--- config.mk ---
export PLATFORM = sky130hd
export DESIGN_NAME = out_port
export DESIGN_NICKNAME = d
export VERILOG_FILES = /design/src/rtl/out_port.sv
export SDC_FILE = /design/constraint.sdc
export NUM_CORES = 1
export LEC_CHECK = 0
export CAP_MARGIN = 10
export CORE_MARGIN = 4
export CORE_UTILIZATION = 43
export CTS_BUF_LIST = sky130_fd_sc_hd__clkbuf_8
export CTS_CLUSTER_DIAMETER = 120
export DETAILED_ROUTE_END_ITERATION = 6
export PLACE_DENSITY = 0.78
export SETUP_SLACK_MARGIN = 0.5
export SYNTH_ARGS = -nofsm -noshare
export SYNTH_HDL_FRONTEND = slang
export SYNTH_SLANG_ARGS = --single-unit
--- constraint.sdc ---
create_clock -name clk -period 2.4 [get_ports clk]
set_input_delay 0.6 -clock clk [delete_from_list [all_inputs] [get_ports clk]]
set_output_delay 0.6 -clock clk [all_outputs]
set_load 0.01 [all_outputs]
--- src/rtl/out_port.sv ---
// Memory-mapped four-channel output port with per-channel valid/ack handshake and sticky status.
// Optional handshake timeout is built only when OUTPORT_TIMEOUT_EN is defined.

module out_port #(
   parameter int unsigned TIMEOUT_CYCLES = 255,
   parameter int unsigned CNT_W          = 8
) (
   input  logic       clk,
   input  logic       Reset,
   input  logic       OUTportWrite,
   input  logic [7:0] Address,
   input  logic [7:0] Datain,
   output logic [7:0] OutExtWorld1,
   output logic [7:0] OutExtWorld2,
   output logic [7:0] OutExtWorld3,
   output logic [7:0] OutExtWorld4,
   output logic [3:0] OutValid,
   input  logic [3:0] OutAck,
   output logic [3:0] Busy,
   output logic [3:0] Overflow,
   output logic [3:0] Timeout
);

   // state   | meaning
   // IDLE    | channel empty, OutValid low, ack ignored
   // PEND    | byte presented, OutValid high, waiting for ack (or expiry)
   typedef enum logic {
      ST_IDLE = 1'b0,
      ST_PEND = 1'b1
   } ch_state_e;

   localparam logic [7:0] ADDR_CLR = 8'h04;

   if (TIMEOUT_CYCLES >= (64'd1 << CNT_W)) begin : g_bad_cnt_w
      $error("out_port: TIMEOUT_CYCLES does not fit in CNT_W bits");
   end

   ch_state_e  state_q [4];
   ch_state_e  state_d [4];
   logic [7:0] data_q  [4];
   logic [7:0] data_d  [4];
   logic [3:0] ovf_q;
   logic [3:0] ovf_d;
   logic [3:0] set_ovf;
   logic [3:0] wr_ch;
   logic       wr_clr;
   logic [3:0] pend;
   logic [3:0] expire;

   always_comb begin
      for (int k = 0; k < 4; k++) begin
         wr_ch[k] = OUTportWrite && (Address == 8'(k));
         pend[k]  = (state_q[k] == ST_PEND);
      end
      wr_clr = OUTportWrite && (Address == ADDR_CLR);
   end

`ifdef OUTPORT_TIMEOUT_EN
   // Down-counter loaded on every accepted write; expiry is terminal count without ack.
   localparam logic [CNT_W-1:0] CNT_LOAD = CNT_W'(TIMEOUT_CYCLES);

   logic [CNT_W-1:0] cnt_q [4];
   logic [CNT_W-1:0] cnt_d [4];
   logic [3:0]       accept;
   logic [3:0]       to_q;
   logic [3:0]       to_d;

   always_comb begin
      for (int k = 0; k < 4; k++) begin
         accept[k] = wr_ch[k] && (!pend[k] || OutAck[k]);
         expire[k] = pend[k] && !OutAck[k] && (cnt_q[k] == '0);
         cnt_d[k]  = cnt_q[k];
         if (accept[k]) begin
            cnt_d[k] = CNT_LOAD;
         end else if (pend[k] && (cnt_q[k] != '0)) begin
            cnt_d[k] = cnt_q[k] - CNT_W'(1);
         end
      end
      to_d = to_q;
      if (wr_clr) begin
         to_d = to_d & ~Datain[7:4];
      end
      to_d = to_d | expire;
   end

   always_ff @(posedge clk) begin
      if (Reset) begin
         for (int k = 0; k < 4; k++) begin
            cnt_q[k] <= '0;
         end
         to_q <= '0;
      end else begin
         for (int k = 0; k < 4; k++) begin
            cnt_q[k] <= cnt_d[k];
         end
         to_q <= to_d;
      end
   end

   assign Timeout = to_q;
`else
   assign expire  = 4'b0000;
   assign Timeout = 4'b0000;
`endif

   always_comb begin
      for (int k = 0; k < 4; k++) begin
         state_d[k] = state_q[k];
         data_d[k]  = data_q[k];
         set_ovf[k] = 1'b0;
         unique case (state_q[k])
            ST_IDLE: begin
               if (wr_ch[k]) begin
                  state_d[k] = ST_PEND;
                  data_d[k]  = Datain;
               end
            end
            ST_PEND: begin
               if (OutAck[k]) begin
                  // Ack and write together hand over with no gap in OutValid.
                  if (wr_ch[k]) begin
                     data_d[k] = Datain;
                  end else begin
                     state_d[k] = ST_IDLE;
                  end
               end else begin
                  set_ovf[k] = wr_ch[k];
                  if (expire[k]) begin
                     state_d[k] = ST_IDLE;
                  end
               end
            end
            default: state_d[k] = ST_IDLE;
         endcase
      end
      ovf_d = ovf_q;
      if (wr_clr) begin
         ovf_d = ovf_d & ~Datain[3:0];
      end
      ovf_d = ovf_d | set_ovf;
   end

   always_ff @(posedge clk) begin
      if (Reset) begin
         for (int k = 0; k < 4; k++) begin
            state_q[k] <= ST_IDLE;
            data_q[k]  <= 8'h00;
         end
         ovf_q <= '0;
      end else begin
         for (int k = 0; k < 4; k++) begin
            state_q[k] <= state_d[k];
            data_q[k]  <= data_d[k];
         end
         ovf_q <= ovf_d;
      end
   end

   assign OutExtWorld1 = data_q[0];
   assign OutExtWorld2 = data_q[1];
   assign OutExtWorld3 = data_q[2];
   assign OutExtWorld4 = data_q[3];
   assign OutValid     = pend;
   assign Busy         = pend;
   assign Overflow     = ovf_q;

endmodule

==> results of run 1 <==
## what timing repair did
item                                    4_1_cts  5_1_grt
pin swaps                                     6        7
endpoints found under the setup margin       22       11
gates resized for setup                      21       12
## kinds of logic (layout without fill, tap and decap cells)
kind of cell / after synthesis / in the layout / synth area share (%)
and+or+nand+nor: 60 / 60 / 19.74
DFF: 40 / 40 / 48.60
muxes: 32 / 32 / 19.44
buffers and inverters: 20 / 90 / 7.745
AOI/OAI and AO/OA: 13 / 13 / 4.252
other: 1 / 4 / 0.2276
## layout by cell type, fill, tap and decap left out
master and count:
or2_2 3, clkdlybuf4s50_1 57, or4_4 1, nor4_2 1
nor3b_1 2, dlygate4sd2_1 1, nor4b_4 2, mux2i_2 1
or2_0 1, nor2b_1 1, conb_1 4, nand2b_1 5
o211a_1 1, or4b_4 1, nand3_1 2, nor2_1 32
nand4_2 2, nand2_1 4, buf_6 3, o21ai_0 4
dfxtp_1 40, clkinv_4 1, clkbuf_2 6, mux2i_1 31
buf_12 1, buf_2 1, or3_1 2, clkbuf_8 5
buf_4 12, a21oi_1 8, nand3b_1 1, inv_1 3
## power by group through the flow
stage               Sequential, uW  Clock [uW]  Combinational (uW)
global route                   664         474                96.8
global placement               680           0                93.9
floorplan                      680           0                32.0
detailed placement             680           0                93.6
CTS                            664         449                90.4
finish                         664         433                89.6
## layer usage
layer  vias up  GRT usage, %  routed length, um
met5         -             0                  0
met4         0         6.383                 55
met3         7         8.921                367
met2        44         24.34               1783
met1       628         18.86               1651
li1        689             -                  -
## state kept, by name (all words and copies together), names as in the netlist
register / cells
Overflow: 4
state_q: 4
data_q: 32
## worst min path at each step
stage | startpoint | to | slack, ns | cells after the start
2_1_floorplan | state_q[3] | state_q[3] | 0.49 | 2
3_3_place_gp | Overflow[3] | Overflow[3] | 0.46 | 2
3_5_place_dp | Overflow[1] | Overflow[1] | 0.48 | 2
4_1_cts | Overflow[1] | Overflow[1] | 0.49 | 2
5_1_grt | Overflow[1] | Overflow[1] | 0.50 | 2
6_report | Overflow[3] | Overflow[3] | 0.48 | 2
## cell type report
type	count	area (um^2)	area share, %
tap	48	60.06	2.432
multi-input combinational	109	762.0	30.85
clock buffer	5	68.82	2.786
inverter	1	3.754	0.1520
timing repair buffer	81	758.2	30.70
clock inverter	3	16.27	0.6586
sequential	40	800.8	32.42
## tightest hold or removal path: cells and delay by family (launching register included)
| kind | cells | cell delay [ns] |
|---|---|---|
| flip-flops | 1 | 0.31 |
| AO/OA/AOI/OAI | 2 | 0.12 |
## per-stage QoR
stage	total power (uW)	setup TNS (ns)	setup WS, ns
floorplan	712.1	0	0.4485
global placement	773.7	-1.462	-0.1329
detailed placement	773.4	-1.431	-0.1341
CTS	1203	0	0.5004
global route	1235	0	0.4618
finish	1187	0	0.5162
==> results by group, run 1 <==
Placed design
  – Port bufs: 66
  – Post-DP Area: 0.002391 mm^2
  – Final HPWL DP: 2823 um
  – GP Congestion: 0.8023
  – Placed insts: 279

Yosys
  – Synthesis Warnings: 0
  – Commonest cells post-synth: 40 x dfxtp_1, 32 x mux2i_1, 32 x nor2_1, 14 x buf_4, 8 x a21oi_1
  – Library cells used by synthesis: 24
  – Post-Synthesis Cells: 166
  – Post-synth top flop: dfxtp_1
  – Seq cells post-synth: 40
  – Most frequent cell after synthesis: dfxtp_1
  – Area leader, netlist: dfxtp_1
  – Register area share after synthesis: 48.60%
  – Synth Cell Area: 0.001648 mm^2
  – Synth top area cells: dfxtp_1 49%, mux2i_1 19%, nor2_1 7.3%
  – Post-synth EDFFs: 0
  – Syn Area/Cell: 9.927 um^2
  – Post-synth top area share: 48.60%
  – Async S/R FF share, synth: 0%

Setup path
  – Crit-path slowest cell: or4_4
  – R2R Path Start: state_q[3]
  – Crit Reg-Reg Endpoint: data_q[3][6]
  – Reg2reg setup slack: 1.16 ns
  – Critical path's top delay family: simple AND/OR/NAND/NOR gates
  – CP startpoint: Address[7]
  – Worst path cell trace: buf_6, or4_4, nor4b_4, buf_6, mux2i_2, nor2_1
  – Critical path type: in2reg
  – Worst Path Required: 2.59 ns
  – Worst Setup EP: data_q[3][6]
  – Worst path bufs/invs: 2
  – CP max stage delay: 0.58 ns
  – Crit Path Max Fanout: 8
  – Crit path arrival time: 2.07 ns
  – Startpoint Class: primary input
  – CP most frequent cell: buf_6
  – Crit. End Element: flop
  – Reg2Reg Depth: 5
  – Crit path depth: 6

GRT
  – Largest net degree at the start of global routing: 41
  – Initial antenna violation count: 0
  – First-pass GRT wire length: 6196 um
  – Total gr overflow: 0
  – GR Util All Layers: 16.09%
  – Vias in the first global route: 1326

Power and ir drop
  – Peak supply drop: 353.8 uV
  – Net Sw Frac: 23.33%
  – Gate power share: 7.5%
  – Power Internal: 910.1 uW
  – Net Sw Power: 276.9 uW
  – Pwr/cell area: 480.6 mW/mm^2
  – Clk pwr share: 36.5%
  – P_leak: 0.001017 uW
  – Sequential power share: 55.9%

Clocking
  – CTS Buf Count: 5
  – H-tree depth: 2
  – Clk slew on worst S/H paths: 0.08 ns
  – # hold bufs at CTS: 0
  – Worst skew pair latency: 0.30 ns
  – TritonCTS clock tree: built
  – Clk buf depth: 2
  – Root Driver: clkbuf_8
  – Clock Sinks: 40
  – # Post-CTS Setup Buffers: 0

Final layout
  – Util after Layout: 66.96%
  – Area grow syn2layout: 49.89%
  – NumNets Final: 261
  – Final std cells w/o fill: 287
  – Fin area: 0.002470 mm^2
  – Fillers: 317
  – N_diodes: 0
  – Layout cell share with drive strength beyond 1: 16.74%

STA
  – Min Clock Period, post-route: 1.884 ns
  – Final setup viols: 0
  – Final period utilization: 78.49%
  – RSZ-0062 raised after global routing: yes
  – Final Max Slew Viols: 0
  – Clock Skew: 0.005980 ns
  – Final hold violations: 0
  – WHS: 0.4775 ns
  – Fmax: 0.5308 GHz

Route
  – Wire per inst: 13.44 um
  – Drt initial violations: 31
  – Drt via density: 4.767
  – Antenna-violating nets left: 0
  – Via count: 1368
  – Detailed Routing Iterations Pass 1: 4
  – Final WL: 3858 um
  – # DRC: 0

Worst hold path
  – HP Class: reg2reg

Die
  – Die height: 69.91 um
  – DIE AREA: 0.004887 mm^2
  – Initial core utilization: 44.67%
  – Standard-cell row count: 22
  – Chip width: 69.91 um
  – Core ar.: 0.003689 mm^2
  – # IOs: 71

Job
  – MaxCap Viol Count: 0

Run status
  – Status: finished, final reports clean
(Power assumes the default switching activity.)
==> run 2, diff against run 1 <==
Settings changed: CORE_UTILIZATION 43 to 39, PLACE_DENSITY 0.78 to 0.75.
Clock period 2.4 ns to 1.7 ns, I/O delays scaled along.
==> run 2 against run 1 <==
- die area rose by 9.1%
- sequential share of layout area decreased by 2.2 points
- clock-buffer cell count unchanged
- critical path depth unchanged
- wire length increased by 11%
- clock power grew 83%
- cell count up 5.9%
- combinational power grew 76%
- flip-flop and latch count stayed put
- setup slack got worse by 0.48 ns
- sequential power grew 41%
- clock skew grew 0.0010 ns
- critical path type unchanged
- critical endpoint is now data_q[0][3]
- highest routed layer unchanged
==> results by group, run 2 (synthesis gave the netlist of run 1 again) <==
GRT
  – Largest net degree at the start of global routing: 41 (unchanged)
  – GR Util All Layers: 16.74% (+0.65 points)
  – Vias in the first global route: 1409 (+6.3%)
  – Initial antenna violation count: 0 (unchanged)
  – Total gr overflow: 0 (unchanged)
  – First-pass GRT wire length: 6865 um (+11%)

Final layout
  – Area grow syn2layout: 70.84%
  – Util after Layout: 69.38% (+2.4 points)
  – Max FFs per register: 32 (unchanged)
  – Commonest non-fill, non-tap cell in the layout: buf_6
  – N_diodes: 0 (unchanged)
  – Fillers: 322 (+1.6%)
  – NumNets Final: 276 (+5.7%)
  – Reg with most FFs: data_q
  – Leading cell types in the layout, fill and taps excluded: 56 x buf_6, 39 x dfxtp_2, 32 x nor2_1
  – Final std cells w/o fill: 304 (+5.9%)
  – Layout cell share with drive strength beyond 1: 57.09% (+40 points)

Setup path
  – Crit-path slowest cell: or4b_4
  – Critical path's top delay family: simple AND/OR/NAND/NOR gates
  – CP max stage delay: 0.55 ns (-0.03 ns)
  – Crit path arrival time: 1.85 ns (-0.22 ns)
  – Crit Path Max Fanout: 3 (-5)
  – Reg2reg setup slack: 0.31 ns (-0.85 ns)
  – Worst path cell trace: buf_6, or4b_4, nor4b_4, buf_4, mux2i_1, nor2_1
  – Critical path type: in2reg
  – Worst path bufs/invs: 2 (unchanged)
  – Worst Path Required: 1.89 ns (-0.70 ns)
  – Crit. End Element: flop
  – Reg2Reg Depth: 6 (+1)
  – R2R Path Start: state_q[0]
  – Crit Reg-Reg Endpoint: data_q[0][3]
  – Startpoint Class: primary input

Die
  – Initial core utilization: 40.61% (-4.1 points)
  – Standard-cell row count: 23 (+4.5%)
  – Chip width: 73 um (+4.4%)
  – Die height: 73 um (+4.4%)
  – Core ar.: 0.004058 mm^2 (+10%)
  – DIE AREA: 0.005329 mm^2 (+9.1%)
  – # IOs: 71 (unchanged)

Route
  – Detailed Routing Iterations Pass 1: 4 (unchanged)
  – # DRC: 0 (unchanged)
  – Via count: 1438 (+5.1%)
  – Antenna-violating nets left: 0 (unchanged)
  – Wire per inst: 14.08 um (+4.7%)
  – Final WL: 4279 um (+11%)
  – Drt via density: 4.730 (-0.76%)
  – Drt initial violations: 74 (+140%)

Placed design
  – GP Congestion: 0.7498 (-6.5%)
  – Final HPWL DP: 2860 um (+1.3%)
  – Port bufs: 66 (unchanged)
  – Placed insts: 283 (+1.4%)
  – Place WS: -0.6302 ns (-0.4961 ns)

STA
  – Final setup viols: 0 (unchanged)
  – Worst setup margin: 0.03606 ns (-0.4801 ns)
  – RSZ-0062 raised after global routing: yes
  – Min Clock Period, post-route: 1.664 ns
  – Fmax: 0.6010 GHz
  – Final hold violations: 0 (unchanged)
  – WHS: 0.4917 ns (+0.01415 ns)
  – Final Max Slew Viols: 0 (unchanged)
  – Clock Skew: 0.007006 ns (+0.001026 ns)
  – Final period utilization: 97.88%

Clocking
  – CTS Buf Count: 5 (unchanged)
  – Clk buf depth: 2 (unchanged)
  – TritonCTS clock tree: built
  – Root Driver: clkbuf_8
  – Clk slew on worst S/H paths: 0.08 ns (about the same)
  – H-tree depth: 2 (unchanged)
  – Worst skew pair latency: 0.29 ns (about the same)
  – Clock Sinks: 40 (unchanged)

Job
  – MaxCap Viol Count: 0 (unchanged)

Worst hold path
  – Worst Min Path Start: data_q[1][5]
  – Hold Crit Depth: 2 (unchanged)
  – WHS Endpoint: data_q[1][5]
  – HP Class: reg2reg

Power and ir drop
  – Total power: 1886 uW (+59%)
  – Peak supply drop: 486.6 uV (+38%)
  – P_leak: 0.001276 uW (+25%)
  – Pwr/cell area: 669.9 mW/mm^2 (+39%)

Run status
  – Status: finished, final reports clean
==> run 2: cell types whose count changed in the layout (fill, tap and decap cells not counted), moves of 3 or more <==
cell / change
clkbuf_2: -6
buf_4: +3
dfxtp_1: -39
buf_6: +53
buf_2: +9
dfxtp_2: +39
clkdlybuf4s50_1: -44
==> run 2: worst max path at each step <==
| stage | from | slack, ns | end | depth (start not counted) |
|---|---|---|---|---|
| 2_1_floorplan | Address[5] | -0.08 | data_q[3][0] | 5 |
| 3_3_place_gp | Address[5] | -0.60 | data_q[3][3] | 6 |
| 3_5_place_dp | Address[5] | -0.63 | data_q[3][0] | 6 |
| 4_1_cts | Address[7] | 0.03 | data_q[0][5] | 6 |
| 5_1_grt | Address[1] | -0.03 | data_q[0][3] | 6 |
| 6_report | Address[1] | 0.04 | data_q[0][3] | 6 |
==> run 2: power by group <==
group          internal [uW]  total, uW  switching (uW)  leakage (uW)
combinational           86.0        158            71.7      0.000879
sequential               936        937           0.762      0.000342
clock                    442        791             349     0.0000548
total                   1460       1890             422       0.00128
==> run 2: metrics by stage <==
step	TNS [ns]	area (um^2)
after global placement	-17.66	2451
after detailed placement	-18.86	2451
after CTS	0	2549
after floorplan	-1.069	1722
after global routing	-0.02664	2815
final	0	2815
==> run 2: worst min-delay path, stage by stage, from the launching register on <==
cell and delay (ns):
dfxtp_1 0.32, mux2i_1 0.06, nor2_1 0.07
==> run 2: final cells by class <==
type | instances | area (um^2) | share of cell area, %
sequential | 40 | 849.6 | 30.18
clock buffer | 5 | 68.82 | 2.444
inverter | 1 | 3.754 | 0.1333
timing repair buffer | 96 | 963.4 | 34.22
tap | 50 | 62.56 | 2.222
clock inverter | 3 | 46.29 | 1.644
multi-input combinational | 109 | 820.8 | 29.16
==> run 2: what timing repair did <==
action / CTS / global route
gates resized for setup: 268 / 48
gates cloned: 0 / 0
endpoints found under the setup margin: 84 / 82
hold buffers: 0 / 0
buffers inserted: 10 / 3
pin swaps: 17 / 15
==> run 2: metal layers <==
layer / up-vias / track usage, % / part of all wire (%)
li1: 721 / - / -
met1: 660 / 20.09 / 42
met2: 51 / 26.51 / 46
met3: 6 / 7.576 / 10
met4: 0 / 5.533 / 1.3
met5: - / 0 / 0
